$ cat config.mk
export PLATFORM = sky130hd
export DESIGN_NAME = serial_adder_unit
export DESIGN_NICKNAME = d
export VERILOG_FILES = /design/src/rtl/serial_adder_unit.sv
export SDC_FILE = /design/constraint.sdc
export NUM_CORES = 1
export LEC_CHECK = 0
export ABC_AREA = 1
export BUFFER_PORTS_ARGS = -buffer_cell sky130_fd_sc_hd__buf_2
export CELL_PAD_IN_SITES_DETAIL_PLACEMENT = 1
export CELL_PAD_IN_SITES_GLOBAL_PLACEMENT = 2
export CORE_UTILIZATION = 37
export CTS_CLUSTER_DIAMETER = 100
export CTS_CLUSTER_SIZE = 40
export DETAILED_ROUTE_END_ITERATION = 8
export GPL_ROUTABILITY_DRIVEN = 0
export GPL_TIMING_DRIVEN = 0
export PLACE_DENSITY_LB_ADDON = 0.1
export SLEW_MARGIN = 15
export SYNTH_ARGS = -nofsm -noshare
export SYNTH_HDL_FRONTEND = slang
export SYNTH_SLANG_ARGS = --single-unit
$ cat constraint.sdc
create_clock -name Clk -period 4.5 [get_ports Clk]
set_clock_uncertainty 0.05 [all_clocks]
set_input_delay 0.9 -clock Clk [delete_from_list [all_inputs] [get_ports Clk]]
set_output_delay 0.9 -clock Clk [all_outputs]
set_load 0.005 [all_outputs]
$ cat src/rtl/serial_adder_unit.sv
// Button-driven digit-serial adder: LoadB/Run presses load operands from SW, then
// BPC bits are added per clock and the registered Sum/CO are updated once per add.
//
// state     | meaning
// ----------+---------------------------------------------------------------
// S_IDLE    | waiting for presses; LoadB loads B, Run loads A and starts an add
// S_COMPUTE | adding one BPC-bit digit per clock, LSB digit first
// S_DONE    | result presented; waits for Run to be released before re-arming
module serial_adder_unit #(
    parameter int WIDTH = 16,
    parameter int BPC   = 4
) (
    input  logic             Clk,
    input  logic             Reset,
    input  logic             LoadB,
    input  logic             Run,
    input  logic [WIDTH-1:0] SW,
    output logic [WIDTH-1:0] Sum,
    output logic             CO,
    output logic [WIDTH-1:0] Aval,
    output logic [WIDTH-1:0] Bval,
    output logic             Busy,
    output logic             Done
);

    localparam int NDIG = WIDTH / BPC;
    localparam int CW   = (NDIG > 1) ? $clog2(NDIG) : 1;

    typedef enum logic [1:0] {
        S_IDLE    = 2'd0,
        S_COMPUTE = 2'd1,
        S_DONE    = 2'd2
    } state_t;

    state_t state_q, state_d;

    logic loadb_meta_q, loadb_sync_q, loadb_prev_q;
    logic run_meta_q, run_sync_q, run_prev_q;
    logic loadb_press, run_press;

    logic [WIDTH-1:0] aval_q, bval_q, a_work_q, b_work_q, sum_sr_q, sum_q;
    logic             co_q, carry_q;
    logic [CW-1:0]    cnt_q;

    logic [BPC:0]     digit;
    logic [WIDTH-1:0] dig_ext, sum_next;
    logic             last_dig;

    // Synchronisers idle at 1 (button released) so reset never looks like a press.
    always_ff @(posedge Clk or negedge Reset) begin
        if (!Reset) begin
            loadb_meta_q <= 1'b1;
            loadb_sync_q <= 1'b1;
            loadb_prev_q <= 1'b1;
            run_meta_q   <= 1'b1;
            run_sync_q   <= 1'b1;
            run_prev_q   <= 1'b1;
        end else begin
            loadb_meta_q <= LoadB;
            loadb_sync_q <= loadb_meta_q;
            loadb_prev_q <= loadb_sync_q;
            run_meta_q   <= Run;
            run_sync_q   <= run_meta_q;
            run_prev_q   <= run_sync_q;
        end
    end

    assign loadb_press = loadb_prev_q & ~loadb_sync_q;
    assign run_press   = run_prev_q & ~run_sync_q;

    always_ff @(posedge Clk or negedge Reset) begin
        if (!Reset) state_q <= S_IDLE;
        else        state_q <= state_d;
    end

    always_comb begin
        state_d = state_q;
        case (state_q)
            S_IDLE:    if (run_press)  state_d = S_COMPUTE;
            S_COMPUTE: if (last_dig)   state_d = S_DONE;
            S_DONE:    if (run_sync_q) state_d = S_IDLE;
            default:                   state_d = S_IDLE;
        endcase
    end

    always_comb begin
        Busy = (state_q == S_COMPUTE);
        Done = (state_q == S_DONE);
    end

    always_comb begin
        digit    = {1'b0, a_work_q[BPC-1:0]} + {1'b0, b_work_q[BPC-1:0]}
                 + (BPC+1)'(carry_q);
        dig_ext  = WIDTH'(digit[BPC-1:0]);
        sum_next = (sum_sr_q >> BPC) | (dig_ext << (WIDTH - BPC));
        last_dig = (cnt_q == CW'(NDIG - 1));
    end

    // Sum/CO only move on the final digit, so an abandoned add never leaks out.
    always_ff @(posedge Clk or negedge Reset) begin
        if (!Reset) begin
            aval_q   <= '0;
            bval_q   <= '0;
            a_work_q <= '0;
            b_work_q <= '0;
            sum_sr_q <= '0;
            sum_q    <= '0;
            co_q     <= 1'b0;
            carry_q  <= 1'b0;
            cnt_q    <= '0;
        end else begin
            case (state_q)
                S_IDLE: begin
                    if (loadb_press) bval_q <= SW;
                    if (run_press) begin
                        aval_q   <= SW;
                        a_work_q <= SW;
                        b_work_q <= loadb_press ? SW : bval_q;
                        sum_sr_q <= '0;
                        carry_q  <= 1'b0;
                        cnt_q    <= '0;
                    end
                end
                S_COMPUTE: begin
                    a_work_q <= a_work_q >> BPC;
                    b_work_q <= b_work_q >> BPC;
                    sum_sr_q <= sum_next;
                    carry_q  <= digit[BPC];
                    cnt_q    <= cnt_q + CW'(1);
                    if (last_dig) begin
                        sum_q <= sum_next;
                        co_q  <= digit[BPC];
                    end
                end
                default: ;
            endcase
        end
    end

    assign Sum  = sum_q;
    assign CO   = co_q;
    assign Aval = aval_q;
    assign Bval = bval_q;

endmodule
==> impl_metrics.ini, run 1 <==
[worst_setup_path]
endpoint_kind = primary output
cp_max_fo = 10
worstPathRequired_ns = 3.55
critical_path_class = reg -> out
cp.arrival_ns = 1.63
cp-start-kind = register

[synthesis]
syn_area_mm2 = 0.00448
synth_top_area_frac = 0.548
synthCells = 479
ys_ff_latch = 104
syn_nets = 505
yosys_warnings = 0
synth_top_area_cell = dfrtp_1
synth_cell_type_count = 26
synth-seq-area-share = 0.583
synth_ff_type = dfrtp_1
synthTopCellsByArea = dfrtp_1 (55%), nand2_1 (11%), nand3_1 (8.6%)
synth_edf_count = 0
syn_area_per_cell_um2 = 9.35
async_flop_share = 1.00

[cts]
numCtsBuffers = 9
clkLatencyLatePin_ns = 0.36
clock-root-buffer = clkbuf_16
post-cts-setup-buffers = 0
clkTransAtPathRegs_ns = 0.07
postCtsHoldBufs = 0
cts_tree = yes
cts.sinks = 104
cts_buffer_depth = 2
cts_resized = 0
h-tree-depth = 3

[drt]
wl_um = 12300
drtPass1Iterations = 7
wl_per_cell_um = 17.3
vias_per_cell = 5.07
drt-initial-drc-count = 211
drcViolationCount = 3
vias = 3595
antenna_left = 0

[cells_and_area]
insertedDiodeCount = 0
area_growth_pct = 19.5
final_cell_mix = nand2_1 (137), dfrtp_1 (98), buf_2 (82), nand3_1 (77), inv_1 (32)
final_common_cell = nand2_1
drive_above_1_share = 0.237
layout.nets = 587

[grt]
grtUsageMet3 = 0.0332
antenna_found_initial = 0
gr-usage-met2 = 0.342
grt_pass1_wl_um = 20200
grt_pass1_vias = 3767
grt_overflow = 0
gr-max-usage-layer = met2
grt_usage = 0.213
met1_usage = 0.290
grt_max_degree = 60

[timing]
fin_hold_ws_ns = 0.311
slew_headroom = 0.614
fin_crit_sh = 0.574
fin_ws_ns = 1.92
fin_setup_tns_ns = 0
final.min_clock_period_ns = 2.58
hold_violations = 0
rsz0062_at_grt = no
tightest_slew_ns = 0.579
setup_violations = 0
max_freq_mhz = 387
finalMaxSlewViolations = 0

[placement]
io_buffers = 70
place_ws_ns = 2.29
dp_hpwl_um = 9040

[pwr]
p_per_area_mw_per_mm2 = 764
p_leak_nw = 2.77
ir_drop_uv = 224

[floorplanning]
core_mm2 = 0.0116
die_height_um = 112
die_area_mm2 = 0.0125
start_util = 0.385
die_width_um = 112
num_rows = 39
io_pins = 71

[hold_path]
holdCritPathClass = reg -> reg

[run]
drv_cap = 0

[status]
violations = design-rule violations
status = finished, violations left
[state kept, by name, indices dropped and copies added, names as in the netlist]
signal        flops
Aval             16
Bval             16
Sum              16
a_work_q         16
b_work_q         16
sum_sr_q         12
cnt_q             2
state_q           2
CO                1
carry_q           1
loadb_meta_q      1
loadb_prev_q      1
loadb_sync_q      1
run_meta_q        1
run_prev_q        1
run_sync_q        1
[Yosys cell counts (all sizes together), types with 2 or more instances]
library cell    n
a21oi           3
nand2         141
or2             4
nand3          77
dfstp           6
o22ai          10
ha              4
inv            36
o21ai          40
buf            27
fa              2
a31oi          12
nor2           17
dfrtp          98
[report_power, final]
group / switching (W) / internal [W] / total (W)
combinational: 0.00102 / 0.000679 / 0.00170
clock: 0.000358 / 0.000463 / 0.000821
sequential: 0.000224 / 0.00134 / 0.00156
[routing by layer]
metal,vias up,share of wire
met5,-,0
met4,0,0.016
met3,16,0.040
met2,76,0.49
met1,1768,0.46
li1,1735,-
[logic make-up after synthesis]
group / share of synthesized area
buffers and inverters: 0.0763
AOI/OAI and AO/OA: 0.0822
adders and majority gates: 0.0201
and+or+nand+nor: 0.236
DFF: 0.583
xor gates and xnor gates: 0.00196
[layout make-up]
type / count / area, µm²
fill: 1400 / 6270
timing repair buffer: 71 / 384
inverter: 36 / 138
clock inverter: 4 / 51.3
tap: 143 / 179
sequential: 104 / 2610
buffer: 27 / 204
multi-input combinational: 312 / 1530
clock buffer: 12 / 256
[through the flow]
stage | power, W | util | area [µm²] | std cells
floorplan | 0.00266 | - | 4480 | 479
global placement | 0.00325 | 0.431 | 5010 | 692
detailed placement | 0.00331 | 0.434 | 5040 | 693
CTS | 0.00415 | 0.460 | 5350 | 709
global route | 0.00442 | 0.460 | 5350 | 709
finish | 0.00409 | 0.460 | 5350 | 709
[final timing paths]
path / from / endpoint / slack [ns] / cells after the start
min: loadb_meta_q / loadb_sync_q / 0.31 / 0
max reg2reg: a_work_q[0] / sum_sr_q[14] / 2.63 / 5
max in group asynchronous: Reset / loadb_meta_q / 3.24 / 2
min in group asynchronous: Reset / Sum[7] / 0.47 / 1
min reg2reg: loadb_meta_q / loadb_sync_q / 0.31 / 0
max: state_q[1] / Busy / 1.92 / 5
[critical path: stages, from the launching register on]
cell and delay [ns]:
dfrtp_1 0.48, inv_2 0.16, nand2_8 0.10, inv_4 0.12, buf_2 0.25, buf_2 0.16
Power figures use the tool's default switching activity.
==> run 2: changes to the inputs <==
--- a/config.mk
+++ b/config.mk
@@ -5,11 +5,11 @@
 export SDC_FILE = /design/constraint.sdc
 export NUM_CORES = 1
 export LEC_CHECK = 0
-export ABC_AREA = 1
+export ABC_AREA = 0
 export BUFFER_PORTS_ARGS = -buffer_cell sky130_fd_sc_hd__buf_2
 export CELL_PAD_IN_SITES_DETAIL_PLACEMENT = 1
 export CELL_PAD_IN_SITES_GLOBAL_PLACEMENT = 2
-export CORE_UTILIZATION = 37
+export CORE_UTILIZATION = 33
 export CTS_CLUSTER_DIAMETER = 100
 export CTS_CLUSTER_SIZE = 40
 export DETAILED_ROUTE_END_ITERATION = 8
==> constraint.sdc (replaced) <==
create_clock -name Clk -period 2.29 [get_ports Clk]
set_clock_uncertainty 0.05 [all_clocks]
set_input_delay 0.458 -clock Clk [delete_from_list [all_inputs] [get_ports Clk]]
set_output_delay 0.458 -clock Clk [all_outputs]
set_load 0.005 [all_outputs]
==> run 2 against run 1 <==
Net effect: the run ends with negative hold slack left; routed wire length fell by 7.2%; area after synthesis fell by 2.4%; sequential power rose by 100%; global-route usage fell by 2.9 points; clock power rose by 120%; via count fell by 13%; first-iteration DRC count fell by 39%; critical endpoint is now a_work_q[11].
==> impl_metrics.ini, run 2 <==
[synthesis]
synth_top_family_by_area = simple AND/OR/NAND/NOR gates
yosys_warnings = 0
synthCells = 385
synthAdderAreaFrac = 0.0206
synth_ff_type = dfrtp_1
syn_area_mm2 = 0.00437
synth_edf_count = 0
synthTopCellsByArea = dfrtp_1 (56%), nand2_1 (7.6%), mux2_2 (7.2%)
yosysMostFrequentCell = dfrtp_1
synthSimpleGateAreaFrac = 0.168
synth_compound_area_frac = 0.0974
synth_top_area_frac = 0.561
synth_cell_type_count = 35
synth-seq-area-share = 0.597
async_flop_share = 1.00
synth_top_cells_by_count = dfrtp_1 (98), nand2_1 (89), nand3_1 (40)
synth_xor_area_frac = 0.00200
synth_top_area_cell = dfrtp_1
syn_nets = 411
synth.mux.area_fraction = 0.0865
syn_area_per_cell_um2 = 11.3
ys_ff_latch = 104

[pwr]
comb_power_share = 0.327
power.switching_w = 0.00254
p_per_area_mw_per_mm2 = 1380
ir_drop_uv = 435
intPower_w = 0.00483
switching_share = 0.345
fin_total_pwr_w = 0.00737
p_leak_nw = 2.64
seq_power_share = 0.425
p_clk_frac = 0.248

[worst_setup_path]
cp-start-kind = register
crit_chain = nor4b_2 -> clkbuf_1 -> nand2_1 -> nand3_1
slowest_delay_ns = 0.66
cp_slowest_cell = nor4b_2
critical_path_class = reg -> reg
cp.arrival_ns = 2.35
endpoint_kind = register
worstPathRequired_ns = 2.53
cp_max_fo = 10

[grt]
grt_usage = 0.184
grt_overflow = 0
grt_pass1_wl_um = 18400
grt_max_degree = 58
grt_pass1_vias = 3318
antenna_found_initial = 0

[drt]
drcViolationCount = 0
antenna_left = 0
wl_um = 11400
drtPass1Iterations = 4
wl_per_cell_um = 17.8
vias_per_cell = 4.87
vias = 3132
drt-initial-drc-count = 128

[cells_and_area]
area_growth_pct = 21.8
stdcell_count = 643
seqCellArea_mm2 = 0.00261
multiInputGateArea_mm2 = 0.00163
final_cell_mix = dfrtp_1 (98), nand2_1 (89), buf_2 (79), nand3_1 (40), mux2_2 (28)
n_fill_cell = 1416
insertedDiodeCount = 0
layout.nets = 492
drive_above_1_share = 0.310
final_common_cell = dfrtp_1

[status]
status = finished, violations left
violations = negative hold slack

[placement]
io_buffers = 70
place_inst = 628
dp_hpwl_um = 8190

[hold_path]
holdCritPathClass = in -> async

[timing]
fin_hold_ws_ns = -0.00863
fin_crit_sh = 0.925
hold_violations = 15
slew_headroom = 0.562
tightest_slew_ns = 0.655
rsz0062_at_grt = no
final.min_clock_period_ns = 2.12
finalMaxSlewViolations = 0
max_freq_mhz = 472
setup_violations = 0

[run]
drv_cap = 0

[cts]
cts_buffer_depth = 2
numCtsBuffers = 9
cts_tree = yes
clkTransAtPathRegs_ns = 0.07
cts_resized = 0
h-tree-depth = 3
clock-root-buffer = clkbuf_16
post-cts-setup-buffers = 0
clkLatencyLatePin_ns = 0.35
postCtsHoldBufs = 0
cts.sinks = 104

[floorplanning]
io_pins = 71
core_mm2 = 0.0128
num_rows = 41
die_width_um = 117
start_util = 0.342
die_area_mm2 = 0.0137
die_height_um = 117
## run 2: cell types whose count changed after synthesis, sizes merged, moves of 13 or more
cell / delta
nor2: -16
and3b: +13
inv: -34
nand2: -52
nand3: -37
mux2: +30
## run 2: final timing paths
check | from | to | slack [ns] | depth (start not counted)
min in group Clk | Run | run_meta_q | 0.16 | 1
worst min-delay path | Reset | Sum[1] | -0.009 | 1
max in group asynchronous | Reset | b_work_q[9] | 1.55 | 2
worst max-delay path | state_q[1] | a_work_q[11] | 0.17 | 4
worst max register to register | state_q[1] | a_work_q[11] | 0.17 | 4
worst min register to register | loadb_meta_q | loadb_sync_q | 0.31 | 0
## run 2: cell families (layout without fill, tap and decap cells)
group | count (synthesis) | in the layout
adders and majority gates | 6 | 6
xor gates and xnor gates | 1 | 1
AOI/OAI and AO/OA | 61 | 61
DFF | 104 | 104
muxes | 34 | 34
buffers and inverters | 27 | 113
and+or+nand+nor | 152 | 152
## run 2: area by class of cell
class | count | share of cell area
sequential | 104 | 0.491
multi-input combinational | 254 | 0.307
timing repair buffer | 71 | 0.0722
clock buffer | 11 | 0.0475
tap | 172 | 0.0405
buffer | 24 | 0.0214
clock inverter | 5 | 0.0193
inverter | 2 | 0.00141
## run 2: stage by stage
stage / setup TNS (ns) / hold slack [ns] / util / setup slack [ns] / area, µm²
4_1_cts: 0 / 0.00883 / 0.416 / 0.148 / 5320
3_5_place_dp: 0 / 0.298 / 0.389 / 0.174 / 4970
2_1_floorplan: 0 / 0.112 / - / 0.497 / 4370
6_report: 0 / -0.00863 / 0.416 / 0.172 / 5320
5_1_grt: 0 / 0.0189 / 0.416 / 0.100 / 5320
3_3_place_gp: -51.88 / 0.297 / 0.386 / -0.534 / 4930
## run 2: routing by layer
layer / global-route usage / up-vias / share of wire
li1: - / 1496 / -
met1: 0.253 / 1566 / 0.48
met2: 0.289 / 57 / 0.48
met3: 0.0304 / 13 / 0.028
met4: 0.0768 / 0 / 0.015
met5: 0 / - / 0
## run 2: power by group through the flow
stage / Combinational, W / Sequential (W) / Clock [W]
global placement: 0.00241 / 0.00315 / 0
CTS: 0.00248 / 0.00315 / 0.00187
global route: 0.00276 / 0.00325 / 0.00194
detailed placement: 0.00247 / 0.00318 / 0
floorplan: 0.00145 / 0.00309 / 0
finish: 0.00241 / 0.00313 / 0.00183
## run 2: worst max-delay path: cells and delay by family (launching register included)
family	cells	cell delay [ns]
simple gates	3	1.01
buf+inv	1	0.50
flops	1	0.49
==> run 3: changes to the inputs <==
==> constraint.sdc (replaced) <==
create_clock -name Clk -period 2.29 [get_ports Clk]
set_clock_uncertainty 0.05 [all_clocks]
set_input_delay 0.458 -clock Clk [delete_from_list [all_inputs] [get_ports Clk]]
set_output_delay 0.458 -clock Clk [all_outputs]
set_load 0.1 [all_outputs]
==> run 3 against run 2 <==
Net effect: the flow still finishes with violations (negative hold slack); via count about the same; register-to-register slack about the same; core utilization about the same; routed wire length is essentially flat; cell count stayed put; clock-buffer cell count stayed put; critical path depth shrank 1; setup slack worse by 0.087 ns; first-iteration DRC count rose by 1.6%; critical path type is now reg -> out; critical endpoint is now Busy.
==> impl_metrics.ini, run 3 (synthesis gave the netlist of run 2 again) <==
[grt]
grt_pass1_vias = 3318
antenna_found_initial = 0
grt_pass1_wl_um = 18400
grt_max_degree = 58
grt_usage = 0.184
grt_overflow = 0

[placement]
dp_hpwl_um = 8190
post_dp_cell_area_mm2 = 0.00497
io_buffers = 70

[timing]
fin_crit_sh = 0.963
fin_hold_ws_ns = -0.00862
setup_violations = 0
final.min_clock_period_ns = 2.20
fin_setup_tns_ns = 0
max_freq_mhz = 454
finalMaxSlewViolations = 0
hold_violations = 15
slew_headroom = 0.565
tightest_slew_ns = 0.650
rsz0062_at_grt = no

[drt]
drcViolationCount = 0
drt-initial-drc-count = 130
antenna_left = 0
drtPass1Iterations = 4
wl_per_cell_um = 17.7
vias = 3129
wl_um = 11400
vias_per_cell = 4.87

[cts]
numCtsBuffers = 9
cts_tree = yes
post-cts-setup-buffers = 0
clock-root-buffer = clkbuf_16
cts.sinks = 104
cts_buffer_depth = 2
clkLatencyLatePin_ns = 0.35
clkTransAtPathRegs_ns = 0.07
h-tree-depth = 3

[worst_setup_path]
critical_path_class = reg -> out
r2r_start = state_q[1]
worstPathRequired_ns = 1.78
cp-startpoint = state_q[1]
cp_max_fo = 19
endpoint_kind = primary output
cp.arrival_ns = 1.70
cp-start-kind = register

[floorplanning]
io_pins = 71
start_util = 0.342
die_area_mm2 = 0.0137
num_rows = 41
die_width_um = 117
die_height_um = 117
core_mm2 = 0.0128

[cells_and_area]
layout.nets = 492
drive_above_1_share = 0.310
n_fill_cell = 1416
final_common_cell = dfrtp_1
finalInstanceArea_mm2 = 0.00532
insertedDiodeCount = 0
final_cell_mix = dfrtp_1 (98), nand2_1 (89), buf_2 (78), nand3_1 (40), mux2_2 (28)
area_growth_pct = 21.9

[run]
drv_cap = 0

[status]
violations = negative hold slack
status = finished, violations left

[hold_path]
holdCritPathClass = in -> async
-- run 3: changes by cell type in the layout (fill, tap and decap cells not counted) --
cell	previous run	this run
inv_2	1	0
clkinv_2	1	2
buf_4	1	2
buf_2	79	78
-- run 3: final timing paths --
check | cells after the start | slack (ns) | end
setup / recovery | 3 | 0.09 | Busy
hold / removal | 1 | -0.009 | Sum[1]
setup reg to reg | 4 | 0.18 | a_work_q[11]
hold reg to reg | 0 | 0.31 | loadb_sync_q
max in group asynchronous | 2 | 1.55 | b_work_q[9]
min in group Clk | 1 | 0.16 | loadb_meta_q
-- run 3: stage by stage --
step	setup WS, ns	cells	hold WS [ns]	utilization
after floorplan	0.0298	385	0.112	-
after global placement	-0.534	627	0.297	0.386
after detailed placement	-0.0476	628	0.298	0.389
after CTS	0.0193	643	0.00883	0.417
after global routing	0.0172	643	0.0189	0.417
final	0.0850	643	-0.00862	0.417
-- run 3: layout make-up --
class,count,area [µm²],share of cell area
inverters,2,8.76,0.00165
plain buffers,24,114,0.0214
well taps,172,215,0.0404
clock inverters,5,103,0.0193
multi-input cells,254,1630,0.307
clock buffers,11,253,0.0475
repair buffers,71,387,0.0726
flip-flops and latches,104,2610,0.490
-- run 3: layer usage --
layer,part of all wire,track usage,vias to the layer above
li1,-,-,1496
met1,0.48,0.253,1563
met2,0.48,0.289,57
met3,0.028,0.0304,13
met4,0.015,0.0768,0
met5,0,0,-
-- run 3: worst max-delay path, stage by stage, from the launching register on --
cell and delay, ns:
dfrtp_1 0.53, nand2b_1 0.19, clkinv_2 0.27, buf_4 0.34
-- run 3: repair_timing --
item                                    CTS  global route
gates resized for setup                   1             1
endpoints found under the setup margin    1             1
hold buffers                              0             0
Power of run 3 is not shown: default switching activity piles up to over one toggle a cycle in this logic, so the estimate is an artifact.
